==> config.mk <==
export PLATFORM = sky130hd
export DESIGN_NAME = sc_bitstream_counter_flat
export DESIGN_NICKNAME = d
export VERILOG_FILES = /design/src/rtl/sc_bitstream_counter_if.sv /design/src/rtl/sc_bitstream_counter.sv /design/src/flat_wrapper.sv
export SDC_FILE = /design/constraint.sdc
export NUM_CORES = 1
export LEC_CHECK = 0
export ABC_CLOCK_PERIOD_IN_PS = 1500
export BUFFER_PORTS_ARGS = -buffer_cell sky130_fd_sc_hd__buf_2
export CAP_MARGIN = 0
export CORE_MARGIN = 2
export CORE_UTILIZATION = 50
export DETAILED_ROUTE_END_ITERATION = 8
export MAX_ROUTING_LAYER = met4
export PLACE_DENSITY = 0.74
export SLEW_MARGIN = 20
export SYNTH_ARGS = -nofsm -noshare
export SYNTH_HDL_FRONTEND = slang
export SYNTH_SLANG_ARGS = --single-unit
==> constraint.sdc <==
create_clock -name clk -period 1.5 [get_ports clk]
set_input_delay 0.225 -clock clk [delete_from_list [all_inputs] [get_ports clk]]
set_output_delay 0.225 -clock clk [all_outputs]
set_load 0.1 [all_outputs]
==> src/rtl/sc_bitstream_counter_if.sv <==
// -----------------------------------------------------------------------------
// sc_bitstream_counter_if
//
// Groups the control, bitstream and result signals of the stochastic-to-binary
// decoder so that the upstream bitstream generator (or a bench) and the decoder
// connect through a single bundle.
//
// Signals
//   start        begin a window (honoured only while idle)
//   continuous   at window completion, roll straight into the next window
//   abort        drop the current window without producing a result
//   bit_in       stochastic bitstream sample
//   bit_valid    bit_in carries a sample this cycle
//   busy         decoder is accumulating a window
//   result       ones count of the last completed window (0..2^WINDOW_LOG2)
//   result_valid one-cycle pulse when result updates
//
// Modports
//   master  drives the control/bitstream side, observes the result side
//   slave   the decoder itself
// -----------------------------------------------------------------------------
`timescale 1ns/1ps

interface sc_bitstream_counter_if #(
    parameter int WINDOW_LOG2 = 8
);
    logic                 start;
    logic                 continuous;
    logic                 abort;
    logic                 bit_in;
    logic                 bit_valid;
    logic                 busy;
    logic [WINDOW_LOG2:0] result;
    logic                 result_valid;

    modport master (
        output start,
        output continuous,
        output abort,
        output bit_in,
        output bit_valid,
        input  busy,
        input  result,
        input  result_valid
    );

    modport slave (
        input  start,
        input  continuous,
        input  abort,
        input  bit_in,
        input  bit_valid,
        output busy,
        output result,
        output result_valid
    );
endinterface

==> src/rtl/sc_bitstream_counter.sv <==
// -----------------------------------------------------------------------------
// sc_bitstream_counter
//
// Stochastic-to-binary decoder. Counts the ones of a unipolar stochastic
// bitstream over a window of 2^WINDOW_LOG2 valid samples and presents the
// count as a binary result with a one-cycle valid pulse. Supports single-shot
// windows and continuous back-to-back windows with no gap cycle.
//
// Ports
//   clk    system clock, all logic on the rising edge
//   rst_n  synchronous reset, ACTIVE HIGH despite its name (1 = reset)
//   bus    sc_bitstream_counter_if.slave
//            in : start, continuous, abort, bit_in, bit_valid
//            out: busy, result[WINDOW_LOG2:0], result_valid
//
// Parameters
//   WINDOW_LOG2  log2 of the window length in valid samples (2..16)
//
// Timing (bit_valid held high, start in cycle 0)
//   samples are taken in cycles 1..2^WINDOW_LOG2, result_valid pulses in
//   cycle 2^WINDOW_LOG2+1 with the registered count.
// -----------------------------------------------------------------------------
`timescale 1ns/1ps

module sc_bitstream_counter #(
    parameter int WINDOW_LOG2 = 8
) (
    input  logic                    clk,
    input  logic                    rst_n,
    sc_bitstream_counter_if.slave   bus
);

    // Ones counter and result carry one extra bit so an all-ones window
    // reads exactly 2^WINDOW_LOG2 instead of wrapping to zero.
    localparam int CNT_W = WINDOW_LOG2 + 1;

    localparam logic [WINDOW_LOG2-1:0] SAMPLE_LAST = '1;
    localparam logic [WINDOW_LOG2-1:0] SAMPLE_ONE  = 1;

    typedef enum logic {
        IDLE  = 1'b0,
        ACCUM = 1'b1
    } state_t;

    state_t                  state_q;
    state_t                  state_d;

    logic [WINDOW_LOG2-1:0]  sample_cnt;
    logic [CNT_W-1:0]        ones_cnt;

    logic                    clr_p0;
    logic                    acc_p0;
    logic                    done_p0;
    logic                    last_sample_p0;
    logic [CNT_W-1:0]        window_total_p0;

    logic [CNT_W-1:0]        result_p1;
    logic                    vld_p1;

    // Zero-extend a single stochastic bit and add it to a running count.
    function automatic logic [CNT_W-1:0] add_bit(
        input logic [CNT_W-1:0] acc,
        input logic             b
    );
        return acc + {{WINDOW_LOG2{1'b0}}, b};
    endfunction

    // Sample counter advance; wraps to zero naturally after SAMPLE_LAST,
    // although completion clears it explicitly anyway.
    function automatic logic [WINDOW_LOG2-1:0] next_sample(
        input logic [WINDOW_LOG2-1:0] cnt
    );
        return cnt + SAMPLE_ONE;
    endfunction

    // ---- stage p0: window bookkeeping and completion decision ----
    assign last_sample_p0  = (sample_cnt == SAMPLE_LAST);
    // The completing sample itself is part of the window, so it is folded in
    // here rather than waiting one more cycle for ones_cnt to catch up.
    assign window_total_p0 = add_bit(ones_cnt, bus.bit_in);

    always_comb begin
        state_d = state_q;
        clr_p0  = 1'b0;
        acc_p0  = 1'b0;
        done_p0 = 1'b0;

        case (state_q)
            IDLE: begin
                // abort in idle blocks a simultaneous start; bit_in during
                // the start cycle is never sampled.
                if (bus.start && !bus.abort) begin
                    state_d = ACCUM;
                    clr_p0  = 1'b1;
                end
            end

            ACCUM: begin
                // abort outranks a completing sample: no result, no pulse.
                if (bus.abort) begin
                    state_d = IDLE;
                    clr_p0  = 1'b1;
                end else if (bus.bit_valid) begin
                    if (last_sample_p0) begin
                        done_p0 = 1'b1;
                        clr_p0  = 1'b1;
                        // Only the level of continuous in the completion
                        // cycle decides whether the next window follows.
                        state_d = bus.continuous ? ACCUM : IDLE;
                    end else begin
                        acc_p0 = 1'b1;
                    end
                end
            end

            default: begin
                state_d = IDLE;
                clr_p0  = 1'b1;
            end
        endcase
    end

    // ---- stage p1: registered state, counters and result ----
    always_ff @(posedge clk) begin
        if (rst_n) begin
            state_q    <= IDLE;
            sample_cnt <= '0;
            ones_cnt   <= '0;
            result_p1  <= '0;
            vld_p1     <= 1'b0;
        end else begin
            state_q <= state_d;
            vld_p1  <= done_p0;

            if (clr_p0) begin
                sample_cnt <= '0;
                ones_cnt   <= '0;
            end else if (acc_p0) begin
                sample_cnt <= next_sample(sample_cnt);
                ones_cnt   <= window_total_p0;
            end

            // result only moves on completion; start/abort leave it alone.
            if (done_p0) begin
                result_p1 <= window_total_p0;
            end
        end
    end

    assign bus.busy         = (state_q == ACCUM);
    assign bus.result       = result_p1;
    assign bus.result_valid = vld_p1;

endmodule

==> src/flat_wrapper.sv <==
// flat-port wrapper written by rule: the top's interface ports become plain ports
module sc_bitstream_counter_flat 
#(
    parameter int WINDOW_LOG2 = 8
)
  (clk, rst_n, bus_start, bus_continuous, bus_abort, bus_bit_in, bus_bit_valid, bus_busy, bus_result, bus_result_valid);
  sc_bitstream_counter_if #(.WINDOW_LOG2(WINDOW_LOG2)) bus_i ();
  input  logic clk;
  input  logic rst_n;
  input wire logic [$bits(bus_i.start)-1:0] bus_start;
  input wire logic [$bits(bus_i.continuous)-1:0] bus_continuous;
  input wire logic [$bits(bus_i.abort)-1:0] bus_abort;
  input wire logic [$bits(bus_i.bit_in)-1:0] bus_bit_in;
  input wire logic [$bits(bus_i.bit_valid)-1:0] bus_bit_valid;
  output wire logic [$bits(bus_i.busy)-1:0] bus_busy;
  output wire logic [$bits(bus_i.result)-1:0] bus_result;
  output wire logic [$bits(bus_i.result_valid)-1:0] bus_result_valid;
  assign bus_i.start = bus_start;
  assign bus_i.continuous = bus_continuous;
  assign bus_i.abort = bus_abort;
  assign bus_i.bit_in = bus_bit_in;
  assign bus_i.bit_valid = bus_bit_valid;
  assign bus_busy = bus_i.busy;
  assign bus_result = bus_i.result;
  assign bus_result_valid = bus_i.result_valid;
  sc_bitstream_counter #(.WINDOW_LOG2(WINDOW_LOG2)) u_core (.clk(clk), .rst_n(rst_n), .bus(bus_i));
endmodule
==> results by group, run 1 <==
Status
  • Status: completed

Flow run
  • Max Cap Viol: 0

Timing
  • Clock skew: 0.005729 ns
  • Worst setup margin: 0.03194 ns
  • Slew @ Worst Pin: 0.4884 ns
  • RSZ-0062 raised after global routing: true
  • Max Transition Viols Final: 0
  • Final Setup Violations: 0
  • Tcrit/Tclk final: 97.87%
  • Slew headroom: 67.66%
  • Final hold violation count: 0
  • Tmin final: 1.468 ns
  • Fmax: 681.2 MHz
  • Final hold slack: 0.09899 ns

Power and ir drop
  • Leak: 0.6666 nW
  • Power, Total: 1.170 mW
  • Switch share: 21.46%
  • Int Pwr: 0.9188 mW
  • Comb pwr share: 5.9%
  • PwrDens: 679.5 nW/um^2
  • Sequential power share: 63.9%
  • Maximum VDD drop: 616.1 uV
  • Clk pwr share: 30.1%
  • Sw Pwr: 0.2510 mW

Synth
  • Post-synth EDFFs: 0
  • Most frequent cell after synthesis: dfxtp_1
  • Syn. warnings: 0
  • Cell Area, Synth: 1340 um^2
  • Fraction of registers with async set/reset: 0%
  • Avg Cell Area, Syn: 9.242 um^2
  • FF+latch count, synth: 28
  • Seq/Total Area, Yosys: 41.83%
  • Top-area cell type share of the netlist area: 41.83%
  • Main area contributors after synthesis: dfxtp_1 (42%), nor2_1 (7.3%), xor2_1 (5.2%), mux2i_1 (4.5%), xnor2_1 (3.9%)
  • Main synth FF type: dfxtp_1
  • Commonest cells in the netlist: dfxtp_1 (28), nor2_1 (26), xor2_1 (8)
  • Post-synthesis instance total: 145
  • Syn_nets: 155
  • Distinct cells, synth: 34
  • Post-synth top area cell: dfxtp_1

Floorplanning
  • Initial Utilization: 53.60%
  • Core area: 2500 um^2
  • I/O Pins: 18
  • Die area: 3110 um^2
  • Row Count: 18
  • Die height: 55.77 um
  • Die Width: 55.77 um

Drt
  • DR pass1 iterations: 4
  • WL met2: 1620 um
  • WL met1: 1197 um
  • Via count: 1153
  • DR iter-0 viols: 18
  • DR vias/cell: 5.517
  • Final wirelength: 2941 um
  • Routed length per instance: 14.07 um
  • Drc violations: 0
  • DR top layer: met4
  • Met3 routed WL: 85 um
  • Antenna Nets Post-Route: 0

Clock network
  • Clock Root Buffer: clkbuf_4
  • Clk sinks: 28
  • Cts hold-fix bufs: 0
  • # Post-CTS Setup Buffers: 0
  • TritonCTS clock tree: yes
  • H-tree levels: 1
  • Clock transition at path regs: 0.14 ns
  • Worst-skew pair later-pin latency: 0.31 ns
  • Clk buf depth: 2
  • CTS Buf Count: 3

Global route
  • Total gr overflow: 0
  • Global-route wire length before repair: 4623 um
  • Largest net degree at the start of global routing: 17
  • Initial antenna violation count: 0
  • Vias in the first global route: 1112
  • Overall Global Routing Usage: 18.86%

Placement
  • Placed cell areas: 1625 um^2
  • PortBufs: 17
  • Post-place setup slack: -0.04986 ns
  • Routability cong.: 0.8117
  • Dpl hpwl: 2081 um

Critical path
  • Crit-path leading delay family: simple AND/OR/NAND/NOR gates
  • Most frequent CP cell: ha_4
  • Setup crit end kind: register
  • Critical Path AT: 1.73 ns
  • Crit-path max cell delay: 0.38 ns
  • Startpoint Class: register
  • Sum of buffers and inverters on the critical path: 0
  • WS Path Type: register to register
  • Worst path cell trace: ha_4 > ha_4 > nand3_1 > or2_4 > or3_1 > a21oi_1
  • CP Max Fanout: 3
  • CP max stage cell: dfxtp_2
  • CP required: 1.76 ns

Cells and area
  • Nets: 190
  • Antenna diodes: 0
  • Design area: 1722 um^2
  • Area Overhead vs Synth: 28.48%
  • Share of layout cells above drive strength 1: 35.75%
  • Final Core Density: 68.87%

Worst hold path
  • Worst hold path class: input pin to register
## placed cells by master (no fill, tap or decap), types with 2 or more instances in the layout
master,instances
buf_6,3
nand3_2,2
nor2_1,26
buf_2,17
or3_1,4
ha_4,3
dfxtp_1,23
o211ai_1,4
xor2_1,7
a211oi_2,3
nor4_1,3
nor3_1,3
nand3_1,3
buf_4,15
o21ai_0,4
and3_1,3
nand4_1,2
a211oi_1,5
xnor2_1,6
nand2_1,5
dfxtp_2,4
a21oi_1,6
clkbuf_4,3
mux2i_1,6
## layout make-up
class                           count  area, um^2
Tap cell                           30       37.54
Timing Repair Buffer               36       251.5
Multi-Input combinational cell    110       823.3
Fill cell                         204       778.2
Clock buffer                        4       36.28
Sequential cell                    28       569.3
Inverter                            1       3.754
## metrics by stage
stage / setup TNS, ns / cells
4_1_cts: 0 / 208
3_5_place_dp: -0.07217 / 204
2_1_floorplan: -0.04614 / 145
6_report: 0 / 209
5_1_grt: -0.04344 / 209
3_3_place_gp: 0 / 204
## power by group through the flow
stage               registers [mW]  clock network (mW)  logic (mW)
finish                       0.748               0.352      0.0694
global route                 0.749               0.404      0.0757
CTS                          0.748               0.371      0.0636
detailed placement           0.764                   0      0.0621
global placement             0.764                   0      0.0608
floorplan                    0.773                   0      0.0282
## per-layer routing
layer	up-vias	GRT usage (%)
li1	583	-
met5	-	-
met1	548	20.75
met4	0	7.666
met3	4	2.326
met2	18	34.18
## kinds of logic after synthesis
kind of cell	after synthesis	synth area share (%)
fa+ha+maj	3	2.801
compound gates	25	13.82
simple gates	61	23.81
xor+xnor	14	9.151
buf+inv	8	4.107
flops	28	41.83
mux	6	4.482
## state kept, by name, summed over array words and instances (netlist names)
name                     count
u_core.bus.result            9
u_core.ones_cnt              9
u_core.sample_cnt            8
u_core.bus.busy              1
u_core.bus.result_valid      1
## worst paths after layout
check | start | cells after the start | slack (ns) | endpoint
max reg2reg | u_core.ones_cnt[0]$_SDFFE_PP0P_ | 6 | 0.03 | u_core.ones_cnt[8]$_SDFFE_PP0P_
max | u_core.ones_cnt[0]$_SDFFE_PP0P_ | 6 | 0.03 | u_core.ones_cnt[8]$_SDFFE_PP0P_
min | bus_abort | 2 | 0.1 | u_core.bus.busy$_SDFF_PP0_
min reg2reg | u_core.bus.result[1]$_SDFFE_PP0P_ | 2 | 0.50 | u_core.bus.result[1]$_SDFFE_PP0P_
## repair_timing
item	4_1_cts	5_1_grt
cloned	0	1
setup endpoints to repair	8	19
resized for setup	3	10
pin swaps	1	8
Power figures use the tool's default switching activity.
==> run 2: changes to the inputs <==
--- a/config.mk
+++ b/config.mk
@@ -13,6 +13,7 @@
 export DETAILED_ROUTE_END_ITERATION = 8
 export MAX_ROUTING_LAYER = met4
 export PLACE_DENSITY = 0.74
+export SETUP_SLACK_MARGIN = 0.3
 export SLEW_MARGIN = 20
 export SYNTH_ARGS = -nofsm -noshare
 export SYNTH_HDL_FRONTEND = slang
==> results by group, run 2 (synthesized netlist as in run 1, its figures left out) <==
Timing
  • Fmax: 627.5 MHz (-7.9%)
  • Tcrit/Tclk final: 106.2% (+8.4 points)
  • Slew headroom: 78.43% (+11 points)
  • Final hold violation count: 0 (unchanged)
  • Worst setup margin: -0.09365 ns (-0.1256 ns)
  • Clock skew: 0.003470 ns (-0.002259 ns)
  • Final Setup Violations: 7 (+7)
  • RSZ-0062 raised after global routing: true
  • Setup TNS: -0.1525 ns (-0.1525 ns)
  • Tmin final: 1.594 ns (+0.1256 ns)
  • Slew @ Worst Pin: 0.3226 ns (-0.1658 ns)
  • Max Transition Viols Final: 0 (unchanged)

Clock network
  • H-tree levels: 1 (unchanged)
  • Worst-skew pair later-pin latency: 0.34 ns (+0.03 ns)
  • Clk sinks: 28 (unchanged)
  • TritonCTS clock tree: yes
  • Clock transition at path regs: 0.15 ns (about the same)
  • CTS Buf Count: 3 (unchanged)
  • Clock Root Buffer: clkbuf_4
  • Clk buf depth: 2 (unchanged)

Floorplanning
  • Core area: 2500 um^2 (unchanged)
  • Row Count: 18 (unchanged)
  • I/O Pins: 18 (unchanged)
  • Die height: 55.77 um (unchanged)
  • Die Width: 55.77 um (unchanged)
  • Initial Utilization: 53.60% (unchanged)
  • Die area: 3110 um^2 (unchanged)

Global route
  • Total gr overflow: 0 (unchanged)
  • Initial antenna violation count: 0 (unchanged)
  • Largest net degree at the start of global routing: 17 (unchanged)
  • Overall Global Routing Usage: 26.24% (+7.4 points)
  • Vias in the first global route: 1295 (+16%)
  • Global-route wire length before repair: 6175 um (+34%)

Power and ir drop
  • Power, Total: 1.293 mW (+10%)
  • Maximum VDD drop: 692.4 uV (+12%)
  • Leak: 0.8044 nW (+21%)
  • PwrDens: 592.4 nW/um^2 (-13%)

Drt
  • Antenna Nets Post-Route: 0 (unchanged)
  • Final wirelength: 4605 um (+57%)
  • DR iter-0 viols: 43 (+25)
  • Drc violations: 0 (unchanged)
  • DR vias/cell: 6.226 (+13%)
  • Routed length per instance: 21.22 um (+51%)
  • Via count: 1351 (+17%)
  • DR pass1 iterations: 4 (unchanged)

Cells and area
  • Nets: 198 (+4.2%)
  • Area of the multi-input gates: 1006 um^2 (+22%)
  • Commonest cells after routing, fill and taps aside: buf_4 (16), dfxtp_1 (15), nor2_1 (14)
  • Area Overhead vs Synth: 62.84%
  • Share of layout cells above drive strength 1: 59.36% (+24 points)
  • Non-Filler Instances: 217 (+3.8%)
  • Filler cells: 105 (-49%)
  • FF+latch area: 579.3 um^2 (+1.8%)
  • Commonest non-fill, non-tap cell in the layout: buf_4
  • Antenna diodes: 0 (unchanged)

Critical path
  • Worst path cell trace: nand4_1 > or2_4 > or3_1 > a21oi_2
  • Setup crit end kind: register
  • Crit-path leading delay family: simple AND/OR/NAND/NOR gates
  • Startpoint Class: register
  • CP Max Fanout: 5 (+2)
  • Sum of buffers and inverters on the critical path: 0 (unchanged)
  • WS Path Type: register to register
  • Critical Path AT: 1.88 ns (+0.15 ns)
  • Crit-path max cell delay: 0.48 ns (+0.10 ns)
  • CP max stage cell: dfxtp_1
  • CP required: 1.78 ns (+0.02 ns)

Worst hold path
  • Worst hold path class: input pin to register

Placement
  • Post-place setup slack: -0.03074 ns (+0.01913 ns)
  • PortBufs: 17 (unchanged)
  • Dpl cells: 205 (+0.49%)
  • Routability cong.: 0.8135 (+0.22%)
  • Dpl hpwl: 2243 um (+7.8%)

Status
  • Status: finished, violations left
  • Failing checks: setup timing

Flow run
  • Max Cap Viol: 0 (unchanged)
==> run 2: cell type report <==
type	instances	share of cell area, %
inverters	1	0.1720
well taps	30	1.720
repair buffers	45	23.28
multi-input cells	109	46.10
clock buffers	4	2.179
flip-flops and latches	28	26.55
==> run 2: worst register-to-register path: stages (launching register included) <==
cell and delay, ns:
dfxtp_1 0.48, nand4_1 0.23, or2_4 0.32, or3_1 0.36
a21oi_2 0.15
==> run 2: metrics by stage <==
step / hold WS, ns / area, um^2 / util, %
5_1_grt: 0.1131 / 2182 / 87.29
4_1_cts: 0.08573 / 2031 / 81.23
2_1_floorplan: 0.2935 / 1420 / -
6_report: 0.1093 / 2182 / 87.29
3_5_place_dp: 0.4530 / 1657 / 66.27
3_3_place_gp: 0.4325 / 1657 / 66.27
==> run 2: timing repair <==
action / CTS / global route
setup buffers: 4 / 3
endpoints found under the setup margin: 39 / 35
pin swaps: 25 / 9
hold buffers: 0 / 0
gates resized for setup: 64 / 37
gates cloned: 1 / 0
==> run 2: per-layer routing <==
metal  track usage (%)  up-vias  share of wire, %
li1                  -      603                 -
met1             30.52      668                39
met2             46.09       57                52
met3             3.023       23               3.7
met4             10.10        0               5.2
met5                 -        -                 0
==> run 2: final timing paths <==
kind / startpoint / endpoint / slack, ns / cells after the start
min: bus_abort / u_core.bus.busy$_SDFF_PP0_ / 0.11 / 2
max: u_core.ones_cnt[5]$_SDFFE_PP0P_ / u_core.ones_cnt[8]$_SDFFE_PP0P_ / -0.09 / 4
min reg2reg: u_core.bus.result[5]$_SDFFE_PP0P_ / u_core.bus.result[5]$_SDFFE_PP0P_ / 0.53 / 2
max reg2reg: u_core.ones_cnt[5]$_SDFFE_PP0P_ / u_core.ones_cnt[8]$_SDFFE_PP0P_ / -0.09 / 4
==> run 2: power breakdown <==
group | internal, mW | switching, mW
combinational | 0.0427 | 0.0628
sequential | 0.745 | 0.00403
clock | 0.204 | 0.234
